`src/rtl/uart_hex_entry_parser.sv`:
```
// Hex-entry parser between the UART receiver and the two-digit display.
// Define UART_HEX_ECHO_EN to build the echo FIFO back to the UART transmitter.
module uart_hex_entry_parser #(
    parameter int ECHO_DEPTH      = 4,
    parameter int ERROR_HOLD_CLKS = 12_500_000
) (
    input  logic       i_Clk,
    input  logic       i_Rst_L,
    input  logic       i_RX_DV,
    input  logic [7:0] i_RX_Byte,
    output logic [7:0] o_Display_Byte,
    output logic       o_Display_Valid,
    output logic       o_Error,
    output logic       o_TX_DV,
    output logic [7:0] o_TX_Byte,
    input  logic       i_TX_Active,
    input  logic       i_TX_Done,
    output logic       o_Echo_Overflow
);

    localparam int ERR_W = (ERROR_HOLD_CLKS > 0) ? $clog2(ERROR_HOLD_CLKS + 1) : 1;

    typedef enum logic [1:0] {S_EMPTY, S_ONE, S_TWO} t_State;

    t_State           r_State, w_Next_State;
    logic [7:0]       r_Pending, w_Next_Pending;
    logic [7:0]       r_Display_Byte;
    logic             r_Display_Valid;
    logic [ERR_W-1:0] r_Err_Cnt;
    logic             w_Commit, w_Err;
    logic             w_Is_Hex, w_Is_Cr, w_Is_Bs, w_Is_Esc, w_Is_Inv;
    logic [3:0]       w_Nib;

    // Letters carry their value in the low nibble offset by 9 ('A' = 0x41 -> 10).
    always_comb begin
        w_Is_Hex = 1'b0;
        w_Nib    = 4'h0;
        if (i_RX_Byte >= 8'h30 && i_RX_Byte <= 8'h39) begin
            w_Is_Hex = 1'b1;
            w_Nib    = i_RX_Byte[3:0];
        end else if ((i_RX_Byte >= 8'h41 && i_RX_Byte <= 8'h46) ||
                     (i_RX_Byte >= 8'h61 && i_RX_Byte <= 8'h66)) begin
            w_Is_Hex = 1'b1;
            w_Nib    = i_RX_Byte[3:0] + 4'd9;
        end
        w_Is_Cr  = (i_RX_Byte == 8'h0D);
        w_Is_Bs  = (i_RX_Byte == 8'h08) || (i_RX_Byte == 8'h7F);
        w_Is_Esc = (i_RX_Byte == 8'h1B);
        w_Is_Inv = !(w_Is_Hex || w_Is_Cr || w_Is_Bs || w_Is_Esc);
    end

    always_ff @(posedge i_Clk) begin
        if (!i_Rst_L) begin
            r_State   <= S_EMPTY;
            r_Pending <= 8'h00;
        end else begin
            r_State   <= w_Next_State;
            r_Pending <= w_Next_Pending;
        end
    end

    always_comb begin
        w_Next_State   = r_State;
        w_Next_Pending = r_Pending;
        w_Commit       = 1'b0;
        w_Err          = 1'b0;
        if (i_RX_DV) begin
            case (r_State)
                S_EMPTY: begin
                    if (w_Is_Hex) begin
                        w_Next_State   = S_ONE;
                        w_Next_Pending = {4'h0, w_Nib};
                    end else if (w_Is_Inv) begin
                        w_Err = 1'b1;
                    end
                end
                S_ONE: begin
                    if (w_Is_Hex) begin
                        w_Next_State   = S_TWO;
                        w_Next_Pending = {r_Pending[3:0], w_Nib};
                    end else if (w_Is_Cr || w_Is_Bs || w_Is_Esc) begin
                        w_Commit       = w_Is_Cr;
                        w_Next_State   = S_EMPTY;
                        w_Next_Pending = 8'h00;
                    end else begin
                        w_Err = 1'b1;
                    end
                end
                S_TWO: begin
                    if (w_Is_Cr || w_Is_Esc) begin
                        w_Commit       = w_Is_Cr;
                        w_Next_State   = S_EMPTY;
                        w_Next_Pending = 8'h00;
                    end else if (w_Is_Bs) begin
                        w_Next_State   = S_ONE;
                        w_Next_Pending = {4'h0, r_Pending[7:4]};
                    end else begin
                        w_Err = 1'b1;
                    end
                end
                default: begin
                    w_Next_State   = S_EMPTY;
                    w_Next_Pending = 8'h00;
                end
            endcase
        end
    end

    // Display latch plus the retriggerable error hold counter.
    always_ff @(posedge i_Clk) begin
        if (!i_Rst_L) begin
            r_Display_Byte  <= 8'h00;
            r_Display_Valid <= 1'b0;
            r_Err_Cnt       <= '0;
        end else begin
            if (w_Commit) begin
                r_Display_Byte  <= r_Pending;
                r_Display_Valid <= 1'b1;
            end
            if (w_Err)
                r_Err_Cnt <= ERR_W'(ERROR_HOLD_CLKS);
            else if (r_Err_Cnt != '0)
                r_Err_Cnt <= r_Err_Cnt - ERR_W'(1);
        end
    end

    assign o_Display_Byte  = r_Display_Byte;
    assign o_Display_Valid = r_Display_Valid;
    assign o_Error         = (r_Err_Cnt != '0);

`ifdef UART_HEX_ECHO_EN
    localparam int AW = (ECHO_DEPTH > 1) ? $clog2(ECHO_DEPTH) : 1;
    localparam int CW = AW + 1;

    logic [7:0]    r_Fifo [ECHO_DEPTH];
    logic [AW-1:0] r_Wr, r_Rd, w_Wr2;
    logic [CW-1:0] r_Count, w_Space;
    logic          r_Busy, r_LF_Pend, r_TX_DV, r_Ovf;
    logic [7:0]    r_TX_Byte, w_Echo_Byte;
    logic          w_Pop, w_Acc_LF, w_Acc_Echo;

    // The deferred LF and a fresh strobe may both land in one cycle; LF goes first.
    always_comb begin
        w_Echo_Byte = (w_Is_Inv || (w_Is_Hex && r_State == S_TWO)) ? 8'h3F : i_RX_Byte;
        w_Pop       = (r_Count != '0) && !r_Busy && !i_TX_Active;
        w_Space     = CW'(ECHO_DEPTH) - r_Count + CW'(w_Pop);
        w_Acc_LF    = r_LF_Pend && (w_Space != '0);
        w_Acc_Echo  = i_RX_DV && (w_Space > CW'(w_Acc_LF));
        w_Wr2       = r_Wr + AW'(w_Acc_LF);
    end

    always_ff @(posedge i_Clk) begin
        if (w_Acc_LF)
            r_Fifo[r_Wr] <= 8'h0A;
        if (w_Acc_Echo)
            r_Fifo[w_Wr2] <= w_Echo_Byte;
    end

    always_ff @(posedge i_Clk) begin
        if (!i_Rst_L) begin
            r_Wr      <= '0;
            r_Rd      <= '0;
            r_Count   <= '0;
            r_Busy    <= 1'b0;
            r_LF_Pend <= 1'b0;
            r_TX_DV   <= 1'b0;
            r_TX_Byte <= 8'h00;
            r_Ovf     <= 1'b0;
        end else begin
            r_LF_Pend <= i_RX_DV && w_Is_Cr;
            r_TX_DV   <= w_Pop;
            if (w_Pop) begin
                r_TX_Byte <= r_Fifo[r_Rd];
                r_Rd      <= r_Rd + AW'(1);
            end
            r_Wr    <= r_Wr + AW'(w_Acc_LF) + AW'(w_Acc_Echo);
            r_Count <= r_Count - CW'(w_Pop) + CW'(w_Acc_LF) + CW'(w_Acc_Echo);
            if (w_Pop)
                r_Busy <= 1'b1;
            else if (i_TX_Done)
                r_Busy <= 1'b0;
            if ((r_LF_Pend && !w_Acc_LF) || (i_RX_DV && !w_Acc_Echo))
                r_Ovf <= 1'b1;
        end
    end

    assign o_TX_DV         = r_TX_DV;
    assign o_TX_Byte       = r_TX_Byte;
    assign o_Echo_Overflow = r_Ovf;
`else
    logic w_unused;
    assign w_unused        = &{1'b0, i_TX_Active, i_TX_Done, (ECHO_DEPTH != 0)};
    assign o_TX_DV         = 1'b0;
    assign o_TX_Byte       = 8'h00;
    assign o_Echo_Overflow = 1'b0;
`endif

endmodule

```
`config.mk`:
```
export PLATFORM = sky130hd
export DESIGN_NAME = uart_hex_entry_parser
export DESIGN_NICKNAME = d
export VERILOG_FILES = /design/src/rtl/uart_hex_entry_parser.sv
export SDC_FILE = /design/constraint.sdc
export NUM_CORES = 1
export LEC_CHECK = 0
export ABC_AREA = 0
export BUFFER_PORTS_ARGS = -buffer_cell sky130_fd_sc_hd__buf_2
export CORE_MARGIN = 2
export CORE_UTILIZATION = 60
export CTS_BUF_LIST = sky130_fd_sc_hd__clkbuf_4 sky130_fd_sc_hd__clkbuf_8
export DETAILED_ROUTE_END_ITERATION = 12
export PLACE_DENSITY = 0.82
export SYNTH_ARGS = -nofsm -noshare
export SYNTH_HDL_FRONTEND = slang
export SYNTH_SLANG_ARGS = --single-unit
```
`constraint.sdc`:
```
create_clock -name i_Clk -period 2.8 [get_ports i_Clk]
set_clock_uncertainty 0.2 [all_clocks]
set_input_delay 0.42 -clock i_Clk [delete_from_list [all_inputs] [get_ports i_Clk]]
set_output_delay 0.42 -clock i_Clk [all_outputs]
set_load 0.1 [all_outputs]
```
# --- Yosys cells after proc, flatten, opt, wreduce, memory -nomap -nowiden ---
# Index checks and enable logic that the tools add are counted.
totals:
  ff_bits: 43
  in_bits: 13
  out_inout_bits: 20
  wordCells: 71
op_classes:
  n_addsub: 2
  n_lt_le_gt_ge: 6
  n_eq_ne: 9
  n_mux: 31
  bitwise: 1
  n_reduce_logical: 16
op_table:
  columns: ["op", "count"]
  rows:
  - ["2-to-1 mux 24 bit", 2]
  - ["2-to-1 mux 8 bit", 5]
  - ["one-hot mux 8 bit (3 select lines)", 1]
  - ["nonzero test 24 bit", 1]
  - ["subtractor 24 x 1 -> 24 bit, second input constant", 1]
  - ["equality test 8 x 4 -> 1 bit, second input constant", 2]
  - ["greater-or-equal comparator 8 x 7 -> 1 bit, second input constant", 2]
  - ["<= comparator 8 x 7 -> 1 bit, second input constant", 2]
  - ["2-to-1 mux 1 bit", 13]
  - ["2-to-1 mux 2 bit", 5]
  - ["equality test 8 x 5 -> 1 bit, second input constant", 1]
  - ["equality test 8 x 7 -> 1 bit, second input constant", 1]
  - ["greater-or-equal comparator 8 x 6 -> 1 bit, second input constant", 1]
  - ["<= comparator 8 x 6 -> 1 bit, second input constant", 1]
  - ["logical OR 1 bit", 8]
  - ["2-to-1 mux 4 bit", 2]
  - ["!= test 3 bit, second input constant", 2]
  - ["one-hot mux 2 bit (3 select lines)", 1]
  - ["adder 4 bit, second input constant", 1]
  - ["AND reduction 4 bit", 1]
  - ["logical AND 1 bit", 3]
  - ["one-hot mux 1 bit (3 select lines)", 1]
  - ["equality test 2 x 1 -> 1 bit, second input constant", 1]
  - ["equality test 2 bit, second input constant", 1]
  - ["other kinds (6)", 6]

# --- Depth between registers and ports, before layout ---
# Gate-level depths: netlist of run 1.
logic_depth:
  word_depth: 13
  depth_mapped: 9
  mapped_depth_nobuf: 7

# --- Worst setup path after synthesis of run 1 ---
# Ideal clock, no wire load.
synth_timing:
  path_kind: "reg-to-reg"
  startpoint: "reg r_Err_Cnt[10]"
  endpoint: "reg r_Err_Cnt[0]"
  setup_ns: 0.124
  arrival_time_ns: 2.763
  required_time_ns: 2.476
  path_slack_ns: -0.286
  path_stages_with_launch: 6
  path_buffers: 0
  synth_period_minus_slack_ns: 3.086
  cell_sequence: "dfxtp_1 -> or4_4 -> nor4_4 -> nand3_1 -> xnor2_1 -> nor2_1"
synth_via:
  elab_chain_len: 1
synth_lines:
  columns: ["item", "line_no", "rtl"]
  rows:
  - ["from (decl)", "29", "logic [ERR_W-1:0] r_Err_Cnt;"]
  - ["from (signal assigned)", "121", "r_Err_Cnt <= ERR_W'(ERROR_HOLD_CLKS);"]
  - ["from (signal assigned)", "123", "r_Err_Cnt <= r_Err_Cnt - ERR_W'(1);"]
  - ["nonzero test 24 bit", null, null]
  - ["via o_Error", "13", "output logic o_Error,"]
# The timed path passes the listed nets, and every way through them passes these cells.
# A chain may end at the register's enable or synchronous reset.

# --- Worst setup path in the final report of run 1 ---
layout_timing:
  startpoint: "reg r_Err_Cnt[10]"
  endpoint: "out o_Error"
layout_via:
  elab_chain_len: 1
layout_lines:
  columns: ["item", "line_no", "rtl"]
  rows:
  - ["nonzero test 24 bit", "129", "assign o_Error = (r_Err_Cnt != '0);"]
  - ["to (decl)", "13", null]
# Every way passes these cells.

==> reports/qor.csv, run 1 <==
metric,value,unit
end_kind,output port,
grt_pass1_wl,9.64,mm
overflow,0,
grt_max_degree,25,
startpoint_type,register,
worst_pin_slew,0.605,ns
antenna_found_initial,0,
leakagePower,1.08,nW
worstPathMaxFanout,6,
root_buffer,clkbuf_8,
die_x,69.4,µm
clock_sinks,43,
syn_to_final_growth,10.0,%
fmax,369,MHz
slowest_stage,or4_4,
timing.critical_path.buf_inv,1,
synth-async-reset-ratio,0,%
port_buffers,20,
rows,23,
cap_violations,0,
clockBufferDepth,2,
dr.pass1.iters,4,
synth_cell_type_count,65,
postSynthAreaPerCell,8.86,µm²
critical_path_class,reg -> out,
cts_tree,done,
cts_htree_levels,2,
rsz0062_at_grt,false,
tns,0,ns
synth_top_area_share,33.5,%
ys_seq_area_share,33.5,%
ys_top_cells_by_area,"dfxtp_1 (33%), mux2i_1 (5.1%), xnor2_1 (4.4%)",
worstSkewPairLatency,0.29,ns
grt_pass1_vias,2107,
r2r_slack,0.37,ns
yosys_warnings,0,
synth_edf_count,0,
drt_iter0_markers,126,
crit_family,simple AND/OR/NAND/NOR gates,
ys_ff_latch,43,
vdd_ir_drop_max,0.000246,V
placed_cells,361,
yosysTopAreaCell,dfxtp_1,
post_cts_buffers,0,
gp_congestion,0.852,
yosysMostFrequentCell,dfxtp_1,
maxSlewViolCount,0,
post-route-period-util,96.8,%
synth_common_cells,"dfxtp_1 (43), nor2_1 (26), inv_1 (17)",
finalSetupViolations,0,
fin_crit,2.71,ns
vias,2197,
wl,5.41,mm
numCtsBuffers,5,
path_clk_slew,0.07,ns
utilization,69.7,%
synth-main-ff-cell,dfxtp_1,
drc_errors,0,
arrival,2.09,ns
cp_cell_sequence,or4_4 > nor4_4 > nand3_2 > buf_2,
core_area,0.00406,mm²
fillers,325,
final_hold_viol_count,0,
dpl_cell_area,0.00274,mm²
antenna_cells,0,
hold_class,in -> reg,
relSlewSlack,58.6,%
routedWlPerCell,14.7,µm
cts_resized,0,
slowest_delay,0.60,ns
die_area,0.00482,mm²
postRouteAntennaNets,0,
cp.required,2.18,ns
drive_above_1_share,19.8,%
holdBufCountCts,0,
fin_nets,339,
final_design_area_no_fill,0.00283,mm²
fin_cells,368,
netlist_area,0.00257,mm²
netlist_instances,290,
die_h,69.4,µm
hpwl,3.93,mm
track_usage,24.1,%
initial_core_util,63.3,%
via_per_inst,5.97,
status,completed,
p_per_area,585,mW/mm²
num_io_pins,33,
worst_hold_slack,0.250,ns
[power breakdown]
part	total, W	leakage (nW)	internal (W)	switching (W)
clock network	0.000389	0.0470	0.000193	0.000195
logic	0.000526	0.686	0.000205	0.000322
registers	0.000740	0.352	0.000673	0.0000671
[tightest hold or removal path, delay by kind of cell]
| kind | cells | cell delay (ns) |
|---|---|---|
| compound gates | 1 | 0.06 |
| buf+inv | 1 | 0.14 |
| simple gates | 1 | 0.06 |
[area by class of cell]
| type | instances | area (µm²) | area share [%] |
|---|---|---|---|
| Multi-Input combinational cell | 217 | 1550 | 54.7 |
| Sequential cell | 43 | 861 | 30.4 |
| Timing Repair Buffer | 34 | 205 | 7.26 |
| Clock buffer | 6 | 82.6 | 2.92 |
| Inverter | 17 | 63.8 | 2.26 |
| Tap cell | 50 | 62.6 | 2.21 |
| Clock inverter | 1 | 5.00 | 0.177 |
[kinds of logic after synthesis]
kind of cell	Yosys count	synth area share [%]
adders and majority gates	8	3.89
muxes	13	5.06
DFF	43	33.5
other	1	0.146
and+or+nand+nor	110	26.4
xor gates and xnor gates	16	5.45
AOI/OAI and AO/OA	60	17.5
buffers and inverters	39	8.08
[state kept, by name, summed over array words and instances, names as in the netlist]
register,count
r_Err_Cnt,24
o_Display_Byte,8
r_Pending,8
r_State,2
o_Display_Valid,1
[metal layers]
layer  routed length, µm  track usage [%]  share of wire (%)
met1                2500             32.0                 46
met2                2570             40.0                 48
met3                 271             4.51                5.0
met4                  58             7.19                1.1
met5                   0                0                  0
[per-stage QoR]
stage          power [W]  setup slack, ns
2_1_floorplan    0.00116            0.115
3_3_place_gp     0.00125            0.113
3_5_place_dp     0.00127           0.0888
4_1_cts          0.00166           0.0853
5_1_grt          0.00176          0.00122
6_report         0.00165           0.0886
[cells in the final DEF (no fill, tap or decap), types with 5 or more instances in the layout]
cell type  instances
or4_1              6
a31oi_1            5
a21oi_1            7
dfxtp_1           43
clkbuf_8           6
nand2b_1           6
nand2_1           13
o21ai_1           10
xnor2_1           13
buf_2             20
nand3_1            8
mux2i_1           13
conb_1            10
nor3_1             8
ha_1               8
inv_1             17
buf_4             14
nor2_1            26
[path summary, 6_finish.rpt]
path                                    start       endpoint  cells past startpoint
worst max-delay path            r_Err_Cnt[10]        o_Error                      4
worst min-delay path                  i_RX_DV     r_State[1]                      3
worst max register to register  r_Err_Cnt[10]  r_Err_Cnt[11]                      5
worst min register to register   r_Pending[0]   r_Pending[0]                      2
Note: power is estimated with default switching activity, not from simulation.
==> run 2, diff against run 1 <==
ABC_AREA = 1   (was 0)
CORE_MARGIN = 4   (was 2)
==> run 2 against run 1 <==
  * Power down 4.4%
  * Critical path depth up 1
  * Synthesized cell count up 35%
  * Worst setup slack better by 0.24 ns
  * Sequential power down 6.4%
  * Die area up 18%
  * Combinational power down 7.8%
  * Final area up 2.8%
  * Critical path type unchanged
  * Largest power group unchanged
==> reports/qor.csv, run 2 <==
metric,value,unit
dr.pass1.iters,4,
via_per_inst,5.21,
drt_iter0_markers,168,
root_buffer,clkbuf_8,
startpoint_type,register,
finalSetupViolations,0,
layout_common_cells,"nand2_1 (91), nor2_1 (53), dfxtp_1 (43)",
fmax,405,MHz
grt_max_degree,31,
path_clk_slew,0.09,ns
core_area,0.00438,mm²
rsz0062_at_grt,false,
final_hold_viol_count,0,
vias,2431,
ys_seq_area_share,31.6,%
end_kind,output port,
drive_above_1_share,17.6,%
holdBufCountCts,0,
fin_nets,435,
cts_tree,done,
ys_ff_latch,43,
worstPathMaxFanout,9,
initial_core_util,62.1,%
gp_congestion,0.867,
cts_resized,0,
synth-main-ff-cell,dfxtp_1,
min_path_cells,2,
status,completed,
ff2ff_path_depth,10,
netlist_instances,392,
yosysMostFrequentCell,nand2_1,
numCtsBuffers,5,
grt_pass1_wl,9.15,mm
drc_errors,0,
num_io_pins,33,
die_h,75.3,µm
synth_top_area_share,31.6,%
synth_common_cells,"nand2_1 (91), nor2_1 (53), dfxtp_1 (43)",
hold_class,in -> reg,
grtUsageMet1,24.1,%
hpwl,4.23,mm
track_usage,20.8,%
use_met3,4.35,%
arrival,1.85,ns
yosysTopAreaCell,dfxtp_1,
utilization,66.3,%
routedWlPerCell,11.7,µm
p_per_area,544,mW/mm²
synth_cell_type_count,33,
netlist_area,0.00272,mm²
wl,5.46,mm
syn_to_final_growth,6.80,%
tns,0,ns
worstSkewPairLatency,0.30,ns
worst_hold_slack,0.178,ns
fin_crit,2.47,ns
slowest_delay,0.37,ns
top_usage_layer,met2,
die_x,75.3,µm
post-route-period-util,88.1,%
postRouteAntennaNets,0,
post_cts_buffers,0,
die_area,0.00568,mm²
vdd_ir_drop_max,0.000359,V
cp.required,2.18,ns
synth_edf_count,0,
antenna_found_initial,0,
overflow,0,
ys_top_cells_by_area,"dfxtp_1 (32%), nand2_1 (13%), nor2_1 (7.3%)",
final_common_cell,nand2_1,
clockBufferDepth,2,
regMostFlops,r_Err_Cnt,
cp_cell_sequence,nor2_2 > nand2_1 > nor3_2 > nand3_2 > buf_2,
maxSlewViolCount,0,
grt_pass1_vias,2195,
cts_htree_levels,2,
slowest_stage,buf_2,
cap_violations,0,
port_buffers,20,
critical_path_class,reg -> out,
largest_register_ffs,24,
rows,24,
yosys_warnings,0,
postSynthAreaPerCell,6.94,µm²
clock_sinks,43,
leakagePower,1.33,nW
met2_usage,38.0,%
antenna_cells,0,
synth-async-reset-ratio,0,%
run 2: cell types whose count changed after synthesis, moves of 7 or more:
cell,before,now
nor2_4,0,11
nand2_1,13,91
mux2i_1,13,1
xor2_1,3,10
nor2_2,1,12
inv_1,17,37
a21oi_1,7,34
nand3_1,9,30
o21ai_1,10,0
nor2_1,26,53
xnor2_1,13,4
run 2: per-layer routing:
layer	up-vias	share of wire [%]	wire [µm]
met4	0	1.0	57
li1	1270	-	-
met5	-	0	0
met2	55	52	2830
met1	1100	43	2330
met3	6	4.5	248
run 2: worst max-delay path, delay by kind of cell, from the launching register on:
kind	cells	cell delay, ns
buffers and inverters	1	0.37
flip-flops	1	0.35
AND/OR/NAND/NOR	4	0.84
run 2: stage by stage:
| stage | worst slack [ns] | cell area (µm²) | std cells | power [W] |
|---|---|---|---|---|
| global placement | 0.524 | 2810 | 459 | 0.00117 |
| CTS | 0.336 | 2910 | 467 | 0.00159 |
| floorplan | 0.609 | 2760 | 401 | 0.00112 |
| finish | 0.332 | 2910 | 467 | 0.00158 |
| detailed placement | 0.468 | 2810 | 459 | 0.00119 |
| global route | 0.239 | 2910 | 467 | 0.00168 |
run 2: power by group:
group	switching (W)	leakage [nW]	total [W]	internal, W
clock	0.000226	0.0443	0.000404	0.000178
combinational	0.000334	0.932	0.000485	0.000150
sequential	0.0000397	0.352	0.000693	0.000653
run 2: cell families after synthesis:
kind of cell	share of synthesized area [%]
compound gates	8.32
fa+ha+maj	3.68
xor+xnor	4.51
buf+inv	10.2
simple gates	41.2
other cells	0.138
flops	31.6
mux	0.368
run 2: area by class of cell:
cell class / count / area (µm²)
repair buffers: 22 / 115
flip-flops and latches: 43 / 861
clock inverters: 3 / 25.0
well taps: 52 / 65.1
multi-input cells: 301 / 1620
inverters: 41 / 154
clock buffers: 5 / 68.8
fillers: 370 / 1480
run 2: path summary, 6_finish.rpt:
check | end | slack [ns] | from
worst max-delay path | o_Error | 0.33 | r_Err_Cnt[16]
worst min-delay path | o_Display_Valid | 0.18 | i_Rst_L
worst max register to register | r_Err_Cnt[0] | 0.56 | r_Err_Cnt[0]
worst min register to register | o_Display_Byte[5] | 0.27 | o_Display_Byte[5]
==> run 3, diff against run 2 <==
ABC_AREA = 0   (was 1)
CORE_UTILIZATION = 64   (was 60)
PLACE_DENSITY = 0.87   (was 0.82)
SKIP_LAST_GASP = 1   (was unset)
clock period = 3.14 ns   (was 2.8 ns; I/O delays follow)
==> run 3 against run 2 <==
  * Utilization grew 8.4 points
  * Wire length is 2.7% higher
  * Final area fell by 3.1%
  * First-iteration DRC count decreased by 11%
==> reports/qor.csv, run 3 (synthesis results as in run 1) <==
metric,value,unit
wl,5.61,mm
critical_path_class,reg -> out,
min_to,r_Pending[1],
largest_register_ffs,24,
worstPathMaxFanout,5,
fin_nets,332,
leakagePower,1.07,nW
hpwl,3.96,mm
holdBufCountCts,0,
tns,0,ns
numCtsBuffers,5,
r2r_end,r_Err_Cnt[12],
status,completed,
worst_hold_slack,0.284,ns
fin_crit,2.87,ns
min_path_cells,2,
hp-start,r_Pending[1],
antenna_found_initial,0,
drive_above_1_share,17.9,%
final_common_cell,dfxtp_1,
utilization,74.7,%
gp_congestion,0.986,
arrival,2.20,ns
clockBufferDepth,2,
path_clk_slew,0.08,ns
via_per_inst,6.21,
startpoint,r_Err_Cnt[0],
die_area,0.00509,mm²
drc_errors,0,
ff2ff_path_depth,7,
die_h,71.4,µm
num_io_pins,33,
maxSlewViolCount,0,
cts_htree_levels,2,
startpoint_type,register,
track_usage,23.5,%
clock_sinks,43,
routedWlPerCell,15.6,µm
worst_pin_slew,0.836,ns
grt_pass1_vias,2116,
overflow,0,
r2r_start,r_Err_Cnt[0],
syn_to_final_growth,9.59,%
final_design_area_no_fill,0.00282,mm²
layout_common_cells,"dfxtp_1 (43), nor2_1 (26), buf_2 (20)",
dr.pass1.iters,5,
p_per_area,579,mW/mm²
grt_max_degree,25,
core_area,0.00377,mm²
dpl_cell_area,0.00268,mm²
end_kind,output port,
post_cts_buffers,0,
port_buffers,20,
vdd_ir_drop_max,0.000315,V
post-route-period-util,91.3,%
cts_tree,done,
rsz0062_at_grt,false,
antenna_cells,0,
worstSkewPairLatency,0.30,ns
placed_cells,352,
drt_iter0_markers,150,
cap_violations,0,
vias,2236,
fin_cells,360,
cts_resized,0,
cp.required,2.47,ns
r2r_slack,0.63,ns
relSlewSlack,43.7,%
hold_class,reg -> reg,
finalSetupViolations,0,
die_x,71.4,µm
regMostFlops,r_Err_Cnt,
postRouteAntennaNets,0,
grt_pass1_wl,9.79,mm
fmax,349,MHz
rows,22,
initial_core_util,68.1,%
final_hold_viol_count,0,
root_buffer,clkbuf_8,
## run 3: cell types whose count changed in the layout (fill, tap and decap cells not counted), moves of 9 or more
cell | previous run | this run
nand2_1 | 91 | 13
a21oi_1 | 34 | 7
nor2_1 | 53 | 26
nand3_1 | 30 | 9
inv_1 | 37 | 17
mux2i_1 | 1 | 13
nor2_2 | 12 | 1
nor2_4 | 11 | 0
o21ai_1 | 0 | 10
xnor2_1 | 4 | 13
## run 3: power by group
part	leakage [nW]	switching (W)	internal, W
logic	0.650	0.000293	0.000170
clock network	0.0644	0.000194	0.000317
registers	0.352	0.0000582	0.000600
## run 3: worst max-delay path, cell delays in order, from the launching register on
cell	delay (ns)
dfxtp_1	0.35
inv_1	0.07
ha_1	0.24
nor3b_2	0.37
and3_1	0.30
nand3_1	0.21
buf_2	0.36
## run 3: area by class of cell
class / count / area [µm²]
multi-input combinational: 217 / 1540
clock inverter: 3 / 67.6
tap: 48 / 60.1
clock buffer: 5 / 68.8
sequential: 43 / 861
fill: 273 / 955
timing repair buffer: 27 / 153
inverter: 17 / 63.8
## run 3: worst max-delay path by stage
| stage | end | slack, ns | cells after the start |
|---|---|---|---|
| 6_report | o_Error | 0.27 | 6 |
| 5_1_grt | o_Error | 0.09 | 6 |
| 3_5_place_dp | r_Err_Cnt[9] | 0.23 | 9 |
| 4_1_cts | o_Error | 0.27 | 6 |
| 3_3_place_gp | r_Err_Cnt[9] | 0.23 | 9 |
| 2_1_floorplan | r_Err_Cnt[0] | 0.05 | 5 |
## run 3: metrics by stage
step           total power, W  setup WS, ns
2_1_floorplan         0.00104        0.0537
3_3_place_gp          0.00110         0.225
3_5_place_dp          0.00112         0.231
4_1_cts               0.00163         0.268
5_1_grt               0.00171        0.0933
6_report              0.00163         0.274
## run 3: layer usage
layer | wire [µm] | up-vias | share of wire (%) | GRT usage, %
li1 | - | 1088 | - | -
met1 | 2560 | 1036 | 46 | 30.2
met2 | 2510 | 99 | 45 | 37.4
met3 | 428 | 13 | 7.6 | 5.47
met4 | 114 | 0 | 2.0 | 10.4
met5 | 0 | - | 0 | 0
